**src/rtl/iddr_deser.sv**
```systemverilog
// -----------------------------------------------------------------------------
// iddr_deser
//
// Double-data-rate input deserializer. Each channel samples D on both edges
// of C. The bits are grouped into pairs (rising bit first, then falling bit).
// Pairs are assembled into RATIO-bit words, which are presented on Q with a
// one-cycle VALID strobe.
//
// Parameters
//   WIDTH         : number of independent channels (1..32)
//   RATIO         : bits per word per channel (4 or 8)
//   MSB_FIRST     : 0 = first received bit lands in word bit 0,
//                   1 = first received bit lands in word bit RATIO-1
//   IS_C_INVERTED : 1 = the roles of the C rising and falling edges are swapped
//
// Ports
//   C       : in  - single clock; D is sampled on both edges
//   R       : in  - asynchronous active-high reset
//   D       : in  - [WIDTH] DDR serial data, one bit per channel
//   BITSLIP : in  - word-alignment request, sampled on the rising edge
//   Q       : out - [WIDTH*RATIO] words; channel n at Q[n*RATIO +: RATIO]
//   VALID   : out - high for exactly one cycle when Q is updated
//
// Handshake: VALID is a pure strobe with no back-pressure. Q changes only
// on the rising edge that raises VALID. Q holds its value while VALID is low.
//
// Optional feature: define IDDR_DESER_BITSLIP_EN to build the bitslip logic.
// When the macro is undefined, BITSLIP is accepted but ignored. In that case
// the word boundary is fixed from reset.
// -----------------------------------------------------------------------------
module iddr_deser #(
    parameter int WIDTH         = 1,
    parameter int RATIO         = 4,
    parameter bit MSB_FIRST     = 1'b0,
    parameter bit IS_C_INVERTED = 1'b0
) (
    input  logic                   C,
    input  logic                   R,
    input  logic [WIDTH-1:0]       D,
    input  logic                   BITSLIP,
    output logic [WIDTH*RATIO-1:0] Q,
    output logic                   VALID
);

    localparam int         PAIRS    = RATIO / 2;
    localparam logic [1:0] CNT_LAST = 2'(PAIRS - 1);

    if ((RATIO != 4) && (RATIO != 8)) begin : g_bad_ratio
        $error("iddr_deser: RATIO must be 4 or 8");
    end
    if ((WIDTH < 1) || (WIDTH > 32)) begin : g_bad_width
        $error("iddr_deser: WIDTH must be in 1..32");
    end

    // Local clock whose rising edge is the "rising" role edge.
    logic c_int;
    assign c_int = C ^ IS_C_INVERTED;

    logic [WIDTH-1:0]       dr_q;
    logic [WIDTH-1:0]       df_q;
    logic [1:0]             warm_q;
    logic [1:0]             cnt_q;
    logic [WIDTH*RATIO-1:0] asm_q;
    logic [WIDTH*RATIO-1:0] asm_next;
    logic                   shift_ok;
    logic                   slip_take;
    logic                   shift_en;
    logic                   word_done;

    // Capture flops: rising bit and falling bit of the current pair.
    always_ff @(posedge c_int or posedge R) begin
        if (R) begin
            dr_q <= '0;
        end else begin
            dr_q <= D;
        end
    end

    always_ff @(negedge c_int or posedge R) begin
        if (R) begin
            df_q <= '0;
        end else begin
            df_q <= D;
        end
    end

    // Start-up gate. The first rising edge after reset only captures data.
    // The pair opened on that edge is also discarded, so the first pair
    // shifted is the one whose rising bit was captured on the second edge.
    // This places the first VALID on edge RATIO/2+1, counted from edge 0.
    always_ff @(posedge c_int or posedge R) begin
        if (R) begin
            warm_q <= 2'b00;
        end else begin
            warm_q <= {warm_q[0], 1'b1};
        end
    end

    assign shift_ok = warm_q[1];

`ifdef IDDR_DESER_BITSLIP_EN
    // win_q counts down the rising edges during which a new slip is refused.
    logic [2:0] win_q;

    assign slip_take = shift_ok && BITSLIP && (win_q == 3'd0);

    always_ff @(posedge c_int or posedge R) begin
        if (R) begin
            win_q <= 3'd0;
        end else if (slip_take) begin
            win_q <= 3'(PAIRS);
        end else if (win_q != 3'd0) begin
            win_q <= win_q - 3'd1;
        end
    end
`else
    logic unused_bitslip;
    assign unused_bitslip = BITSLIP;
    assign slip_take      = 1'b0;
`endif

    // A slip drops the pair arriving on this edge and holds the counter.
    // This moves the word boundary by one pair.
    assign shift_en  = shift_ok && !slip_take;
    assign word_done = shift_en && (cnt_q == CNT_LAST);

    // Per-channel assembly. LSB-first shifts pairs in from the top, so the
    // oldest pair ends in bits [1:0] with its rising bit in bit 0.
    // MSB-first shifts in from the bottom, so the oldest rising bit ends
    // in bit RATIO-1.
    always_comb begin
        asm_next = asm_q;
        for (int n = 0; n < WIDTH; n++) begin
            if (MSB_FIRST) begin
                asm_next[n*RATIO +: RATIO] = {asm_q[n*RATIO +: RATIO-2], dr_q[n], df_q[n]};
            end else begin
                asm_next[n*RATIO +: RATIO] = {df_q[n], dr_q[n], asm_q[n*RATIO+2 +: RATIO-2]};
            end
        end
    end

    always_ff @(posedge c_int or posedge R) begin
        if (R) begin
            asm_q <= '0;
            cnt_q <= 2'd0;
            Q     <= '0;
            VALID <= 1'b0;
        end else begin
            VALID <= word_done;
            if (shift_en) begin
                asm_q <= asm_next;
                cnt_q <= word_done ? 2'd0 : cnt_q + 2'd1;
            end
            if (word_done) begin
                Q <= asm_next;
            end
        end
    end

endmodule

```
**config.mk**
```make
export PLATFORM = sky130hd
export DESIGN_NAME = iddr_deser
export DESIGN_NICKNAME = d
export VERILOG_FILES = /design/src/rtl/iddr_deser.sv
export SDC_FILE = /design/constraint.sdc
export NUM_CORES = 1
export LEC_CHECK = 0
export ABC_AREA = 1
export BUFFER_PORTS_ARGS = -buffer_cell sky130_fd_sc_hd__buf_2
export CORE_AREA = 2 2 39 41
export CTS_CLUSTER_DIAMETER = 80
export DETAILED_ROUTE_END_ITERATION = 16
export DIE_AREA = 0 0 41 43
export PLACE_DENSITY = 0.65
export SETUP_SLACK_MARGIN = 0.3
export SLEW_MARGIN = 5
export SYNTH_ARGS = -nofsm -noshare
export SYNTH_HDL_FRONTEND = slang
export SYNTH_SLANG_ARGS = --single-unit
export TNS_END_PERCENT = 100
```
**constraint.sdc**
```tcl
create_clock -name C -period 1 [get_ports C]
set_input_delay 0.15 -clock C [delete_from_list [all_inputs] [get_ports C]]
set_output_delay 0.15 -clock C [all_outputs]
set_load 0.005 [all_outputs]
```
; Word-level counts from Yosys, hierarchy flattened
; Cells that the tools add are included.
[totals]
output_inout_bits = 5
inputBits = 4
word_cells = 11
register_bits = 15
[classes]
n_eq_ne = 1
muxes = 1
addsub = 1
n_reduce_logical = 1
[ops]
columns = operator, n
row1 = $add A2 B1 Y2 const B, 1
row2 = $eq A2 B1 Y1 const B, 1
row3 = $mux W2, 1
row4 = $logic_and A1 B1 Y1, 1

; Logic depth before layout (Yosys ltp)
; Gate-level depths: netlist (run 1).
[depth]
ltp_word = 3
ltp_mapped = 4
mapped_depth_nobuf = 4

==> out/metrics.csv, run 1 <==
metric;value;unit
syn_nets;44;
nFillCells;138;
gp_congestion;0.669;
crit_chain;nand4_1 -> nand2_1;
whs;0.111;ns
reg2reg_to;Q[3];
clockBufferDepth;2;
r2r_slack;-0.12;ns
antenna_found_initial;0;
peakVddDrop;0.768;mV
overflow;0;
post-route-util;0.438;
cap_viol_max_count;0;
die_x;41;um
postRouteAntennaNets;0;
clk_latency;0.28;ns
drcViolationCount;0;
synth_top_area_frac;0.642;
setup_viol;2;
end_kind;flop;
vias_per_cell;4.52;
grt_max_degree;13;
crit_arrival;1.34;ns
hold_violations;0;
post-place-ws;-0.119;ns
slowest_delay;0.41;ns
critPathMaxFanout;2;
syn_inst;40;
tritoncts;yes;
ff2ff_path_depth;2;
first_pass_iters;2;
crit_slowest_cell;dfrtn_1;
dr.first_iter.drc_count;2;
rsz0062_at_grt;true;
core;1380;um2
slew_violations;0;
rows;14;
layout_common_cells;dfrtp_1, buf_2, nand2_2, nand2_1, nand4_1;
nNetsFinal;60;
avgSynthCellArea;11.7;um2
critPathLaunch;df_q;
crit_type;reg -> reg;
power.density;2310;nW/um2
routed_wl;734;um
critPathRequiredTime;1.22;ns
synth_seq_cells;13;
skew;0.00795;ns
clkTransAtPathRegs;0.07;ns
r2r_start;df_q;
grt_pass1_vias;323;
antenna_cells;0;
final_area;606;um2
ctsRootBufferMaster;clkbuf_4;
start_kind;flop;
cts_max_level;1;
synthDistinctLibCells;12;
synth_area;468;um2
violations;setup timing;
status;complete, but fails checks;
fp.dieArea;1760;um2
layout_setup_ws;-0.123;ns
hold_class;in -> async;
port-buffer-count;7;
io_pins;9;
cts.sinks;13;
drive_above_1_share;0.455;
grt_use_total;0.112;
leakagePower;0.303;nW
final_cells;71;
cts_buffers;3;
fin_tns_setup;-0.223;ns
final_common_cell;dfrtp_1;
vias;321;
synth_area_leaders;dfrtp_1, nand2_1, dfrtn_1, nand4_1, inv_1;
die_h;43;um
wl_per_cell;10.3;um
yosys_warnings;0;
netlist.top_cell.by_area;dfrtp_1;
grt_pass1_wl;1270;um
initial_core_util;0.338;
area_growth;29.4;%
placed_area;518;um2
synth_seq_area_share;0.695;
placedCellCount;62;
power;1.40;mW
-- flip-flops by register name (all words and copies together) (netlist names) --
name    flops
df_q        1
Q           4
cnt_q       2
asm_q       2
dr_q        1
VALID       1
warm_q      2
-- metal layers --
layer	part of all wire	vias up	track usage	wire, um
met1	0.43	154	0.127	316
met2	0.49	9	0.159	362
met4	0.026	0	0.100	19
li1	-	156	-	-
met5	0	-	0	0
met3	0.050	2	0.0314	37
-- worst max-delay path by stage --
| stage | cells after the start | slack, ns | endpoint |
|---|---|---|---|
| global route | 2 | -0.15 | asm_q[3] |
| floorplan | 2 | -0.08 | Q[3] |
| finish | 2 | -0.12 | Q[3] |
| global placement | 2 | -0.11 | Q[3] |
| CTS | 2 | -0.13 | Q[3] |
| detailed placement | 2 | -0.12 | Q[3] |
-- cell type report --
class                   instances  area (um2)  area share
flip-flops and latches         13         328       0.541
inverters                       5        22.5      0.0372
repair buffers                 13        88.8       0.147
multi-input cells              20         120       0.198
clock buffers                   4        26.3      0.0434
well taps                      16        20.0      0.0331
-- where the power goes --
group / internal, mW / leakage (nW) / switching, mW
clock: 0.155 / 0.0150 / 0.160
sequential: 0.655 / 0.157 / 0.110
combinational: 0.175 / 0.130 / 0.145
total: 0.985 / 0.303 / 0.415
-- worst max-delay path, delay by kind of cell (launching register included) --
family           cells  cell delay, ns
DFF                  1            0.41
and+or+nand+nor      2            0.15
-- cell families (layout without fill, tap and decap cells) --
logic type             count (synthesis)  in the layout  share of synthesized area
other                                  1              1                    0.00801
AND/OR/NAND/NOR                       15             15                      0.171
buffers and inverters                  7             22                     0.0749
AO/OA/AOI/OAI                          3              3                     0.0321
XOR/XNOR                               1              1                     0.0187
flip-flops                            13             13                      0.695
-- cell usage after synthesis --
library cell,n
a21oi_1,1
buf_6,1
clkbuf_2,1
conb_1,1
dfrtn_1,1
dfrtp_1,12
inv_1,5
nand2_1,10
nand3_4,1
nand4_1,4
o21ai_0,2
xor2_1,1
-- timing repair --
item / CTS / global route
pin swaps: 1 / 5
hold buffers: 2 / 0
endpoints found under the hold margin: 13 / 0
resized for setup: 6 / 5
setup endpoints to repair: 14 / 14
setup buffers: 2 / 1
(Power assumes the default switching activity.)
==> inputs of run 2 (changes only) <==
--- a/config.mk
+++ b/config.mk
@@ -11,6 +11,7 @@
 export CTS_CLUSTER_DIAMETER = 80
 export DETAILED_ROUTE_END_ITERATION = 16
 export DIE_AREA = 0 0 41 43
+export MAX_ROUTING_LAYER = met4
 export PLACE_DENSITY = 0.65
 export SETUP_SLACK_MARGIN = 0.3
 export SLEW_MARGIN = 5
==> constraint.sdc (replaced) <==
create_clock -name C -period 1 [get_ports C]
set_input_delay 0.1 -clock C [delete_from_list [all_inputs] [get_ports C]]
set_output_delay 0.1 -clock C [all_outputs]
set_load 0.005 [all_outputs]
==> run 2 against run 1 <==
  * Register-to-register slack about the same
  * Die area unchanged
  * Utilization increased by 3.2 points
  * Highest routed layer unchanged
  * The flow still finishes with violations (setup timing)
  * Clock power about the same
==> out/metrics.csv, run 2 (same netlist as run 1, synthesis figures left out) <==
metric;value;unit
grt_max_degree;13;
placed_area;514;um2
largest_register_ffs;4;
violations;setup timing;
hold_class;in -> async;
drive_above_1_share;0.458;
drcViolationCount;0;
die_x;41;um
routed_wl;793;um
grt_use_total;0.123;
start_kind;flop;
top_register;Q;
layout_common_cells;dfrtp_1, nand2_1, buf_2;
setup_viol;2;
io_pins;9;
final_area;649;um2
layout_setup_ws;-0.126;ns
hold_violations;0;
crit_arrival;1.34;ns
cap_viol_max_count;0;
power;1.42;mW
clockBufferDepth;2;
crit_type;reg -> reg;
ff2ff_path_depth;2;
vias_per_cell;4.41;
grt_pass1_vias;352;
rsz0062_at_grt;true;
r2r_start;df_q;
fin_tns_setup;-0.222;ns
peakVddDrop;1.33;mV
post-place-ws;-0.123;ns
rows;14;
cts_max_level;1;
grt_pass1_wl;1410;um
end_kind;flop;
leakagePower;0.340;nW
ctsRootBufferMaster;clkbuf_4;
wl_per_cell;10.6;um
ff_latch_area;328;um2
r2r_slack;-0.13;ns
dr.first_iter.drc_count;1;
die_h;43;um
vias;331;
postRouteAntennaNets;0;
first_pass_iters;2;
reg2reg_to;Q[3];
power.density;2180;nW/um2
cts.sinks;13;
port-buffer-count;7;
core;1380;um2
antenna_found_initial;0;
initial_core_util;0.338;
clk_latency;0.27;ns
final_common_cell;dfrtp_1;
skew;0.00596;ns
post-route-util;0.469;
critPathMaxFanout;2;
placedCellCount;62;
cts_buffers;3;
final_cells;75;
critPathLaunch;df_q;
multi_input_area;116;um2
tritoncts;yes;
fp.dieArea;1760;um2
whs;0.0377;ns
clkTransAtPathRegs;0.08;ns
nNetsFinal;64;
gp_congestion;0.684;
slew_violations;0;
area_growth;38.8;%
critPathRequiredTime;1.21;ns
antenna_cells;0;
endpoint;Q[3];
status;complete, but fails checks;
nFillCells;133;
overflow;0;
run 2: cell types whose count changed in the layout (fill, tap and decap cells not counted):
cell and delta:
clkinvlp_4 -1, inv_1 +1, nand2_1 +3, buf_6 +2, o21ai_2 +1, buf_4 +1, buf_12 +1, o21ai_1 -1
clkbuf_1 -1, clkinv_2 +1, nand2_2 -3
run 2: worst min path at each step:
stage          startpoint       end  slack (ns)  cells past startpoint
5_1_grt                 R      df_q        0.04                      2
2_1_floorplan           R      Q[0]       -0.02                      1
3_3_place_gp            R  asm_q[3]        0.13                      3
3_5_place_dp            R      Q[3]        0.13                      3
6_report                R      df_q        0.04                      2
4_1_cts                 R      df_q        0.03                      2
run 2: repair_timing:
item                                   4_1_cts  5_1_grt
setup endpoints to repair                   14       14
endpoints found under the hold margin       13        0
pin swaps                                    6        1
hold buffers                                 2        0
setup buffers                                6        1
resized for setup                            9        2
run 2: critical path, stage by stage (launching register included):
cell	delay (ns)
dfrtn_1	0.42
nand4_1	0.08
nand2_1	0.07
run 2: final cells by class:
class                           count  share of cell area
Clock buffer                        3              0.0347
Clock inverter                      1             0.00771
Inverter                            5              0.0289
Multi-Input combinational cell     20               0.179
Sequential cell                    13               0.505
Tap cell                           16              0.0308
Timing Repair Buffer               17               0.214
run 2: layer usage:
metal / vias up / GRT usage / share of wire
met5: - / - / 0
met4: 0 / 0.100 / 0.018
met3: 2 / 0.0157 / 0.044
met2: 9 / 0.178 / 0.49
met1: 158 / 0.145 / 0.45
li1: 162 / - / -
run 2: power breakdown:
group	switching, mW	internal, mW
Clock	0.168	0.148
Combinational	0.145	0.193
Sequential	0.107	0.655
Total	0.420	0.995
==> inputs of run 3 (changes only) <==
--- a/config.mk
+++ b/config.mk
@@ -6,13 +6,13 @@
 export NUM_CORES = 1
 export LEC_CHECK = 0
 export ABC_AREA = 1
-export BUFFER_PORTS_ARGS = -buffer_cell sky130_fd_sc_hd__buf_2
+export BUFFER_PORTS_ARGS = -buffer_cell sky130_fd_sc_hd__buf_4
 export CORE_AREA = 2 2 39 41
 export CTS_CLUSTER_DIAMETER = 80
 export DETAILED_ROUTE_END_ITERATION = 16
 export DIE_AREA = 0 0 41 43
 export MAX_ROUTING_LAYER = met4
-export PLACE_DENSITY = 0.65
+export PLACE_DENSITY = 0.56
 export SETUP_SLACK_MARGIN = 0.3
 export SLEW_MARGIN = 5
 export SYNTH_ARGS = -nofsm -noshare
==> run 3 against run 2 <==
  * Combinational power rose by 41%
  * Utilization rose by 3.9 points
  * Via count fell by 1.8%
  * Clock skew rose by 0.0032 ns
  * Sequential share of layout area fell by 3.9 points
  * Critical path depth did not move
  * Design area rose by 8.3%
  * Worst setup slack got worse by 0.020 ns
  * First-iteration DRC count did not move
  * The flow still finishes with violations (setup timing)
==> out/metrics.csv, run 3 (same netlist as run 1, synthesis figures left out) <==
metric;value;unit
peakVddDrop;1.29;mV
violations;setup timing;
routed_wl;834;um
switching_share;0.287;
port-buffer-count;7;
antenna_found_initial;0;
start_kind;flop;
initial_core_util;0.338;
tritoncts;yes;
cap_viol_max_count;0;
final_area;703;um2
rows;14;
crit_arrival;1.37;ns
drive_above_1_share;0.466;
grt_max_degree;13;
clockBufferDepth;2;
p_int;1.13;mW
placed_area;552;um2
vias;325;
crit_type;reg -> reg;
dpl.hpwl;510;um
die_h;43;um
clkTransAtPathRegs;0.08;ns
crit_chain;nand4_1 -> nand2_1;
cts_max_level;1;
cts_buffers;3;
slew_violations;0;
antenna_cells;0;
first_pass_iters;2;
area_growth;50.3;%
critPathMaxFanout;2;
dr.first_iter.drc_count;1;
clkPwrFrac;0.200;
crit_buf_inv;0;
leakagePower;0.352;nW
grt_pass1_wl;1420;um
power.density;2250;nW/um2
nNetsFinal;63;
clk_latency;0.28;ns
comb_power_share;0.301;
end_kind;flop;
io_pins;9;
overflow;0;
wl_per_cell;11.3;um
cts.sinks;13;
skew;0.00914;ns
multi_input_area;126;um2
gp_congestion;0.693;
critPathRequiredTime;1.22;ns
grt_pass1_vias;339;
post-place-ws;-0.0979;ns
die_x;41;um
rsz0062_at_grt;true;
status;complete, but fails checks;
ctsRootBufferMaster;clkbuf_4;
fp.dieArea;1760;um2
largest_register_ffs;4;
top_register;Q;
ff2ff_path_depth;2;
switchingPower;0.454;mW
hold_violations;0;
path_delay_family;flip-flops;
layout_common_cells;dfrtp_1, buf_6, nand2_1;
hold_class;in -> async;
setup_viol;2;
cp_num_cells;2;
vias_per_cell;4.39;
nFillCells;127;
grt_use_total;0.131;
slowest_delay;0.42;ns
drcViolationCount;0;
postRouteAntennaNets;0;
core;1380;um2
ff_latch_area;328;um2
final_common_cell;dfrtp_1;
crit_slowest_cell;dfrtn_1;
layout_setup_ws;-0.146;ns
seqPwrFrac;0.499;
[run 3: cell count changes in the layout (fill, tap and decap cells not counted), sizes merged]
| cell | delta |
|---|---|
| clkinv | -1 |
| clkbuf | +1 |
| buf | -1 |
[run 3: area by class of cell]
| type | instances | area share |
|---|---|---|
| inverters | 5 | 0.0267 |
| flip-flops and latches | 13 | 0.466 |
| repair buffers | 16 | 0.262 |
| multi-input cells | 20 | 0.180 |
| clock buffers | 4 | 0.0374 |
| well taps | 16 | 0.0285 |
[run 3: metrics by stage]
stage / power (mW) / setup TNS (ns) / cells / util / hold slack (ns)
finish: 1.58 / -0.249 / 74 / 0.508 / 0.0497
CTS: 1.51 / -0.194 / 72 / 0.492 / 0.0455
global placement: 1.08 / -0.164 / 63 / 0.399 / 0.146
detailed placement: 1.09 / -0.173 / 63 / 0.399 / 0.144
floorplan: 0.947 / -0.130 / 40 / - / -0.0231
global route: 1.71 / -0.277 / 74 / 0.508 / 0.0356
[run 3: final timing paths]
kind | start | endpoint | slack [ns]
setup / recovery | df_q | Q[3] | -0.15
hold / removal | R | df_q | 0.05
setup reg to reg | df_q | Q[3] | -0.15
hold reg to reg | warm_q[0] | warm_q[1] | 0.36
max in group asynchronous | R | cnt_q[0] | 0.45
min in group C | D | df_q | 0.32
[run 3: worst register-to-register path, stage by stage (launching register included)]
cell and delay, ns:
dfrtn_1 0.42, nand4_1 0.10, nand2_1 0.07
[run 3: repair_timing]
action | in CTS | in global routing
gates cloned | 1 | 0
resized for setup | 13 | 4
hold endpoints to repair | 13 | 0
hold buffers | 2 | 0
endpoints found under the setup margin | 14 | 14
pin swaps | 3 | 3
buffers inserted | 2 | 2
[run 3: routing by layer]
| layer | routed length [um] | global-route usage | vias up |
|---|---|---|---|
| met1 | 322 | 0.132 | 153 |
| met2 | 454 | 0.203 | 10 |
| met4 | 0 | 0.0200 | 0 |
| li1 | - | - | 162 |
| met3 | 56 | 0.0942 | 0 |
| met5 | 0 | - | - |
[run 3: power by group through the flow]
stage	clock network (mW)	logic (mW)	registers (mW)
2_1_floorplan	0	0.223	0.724
3_3_place_gp	0	0.310	0.766
3_5_place_dp	0	0.317	0.771
4_1_cts	0.324	0.397	0.785
5_1_grt	0.367	0.535	0.805
6_report	0.317	0.475	0.788
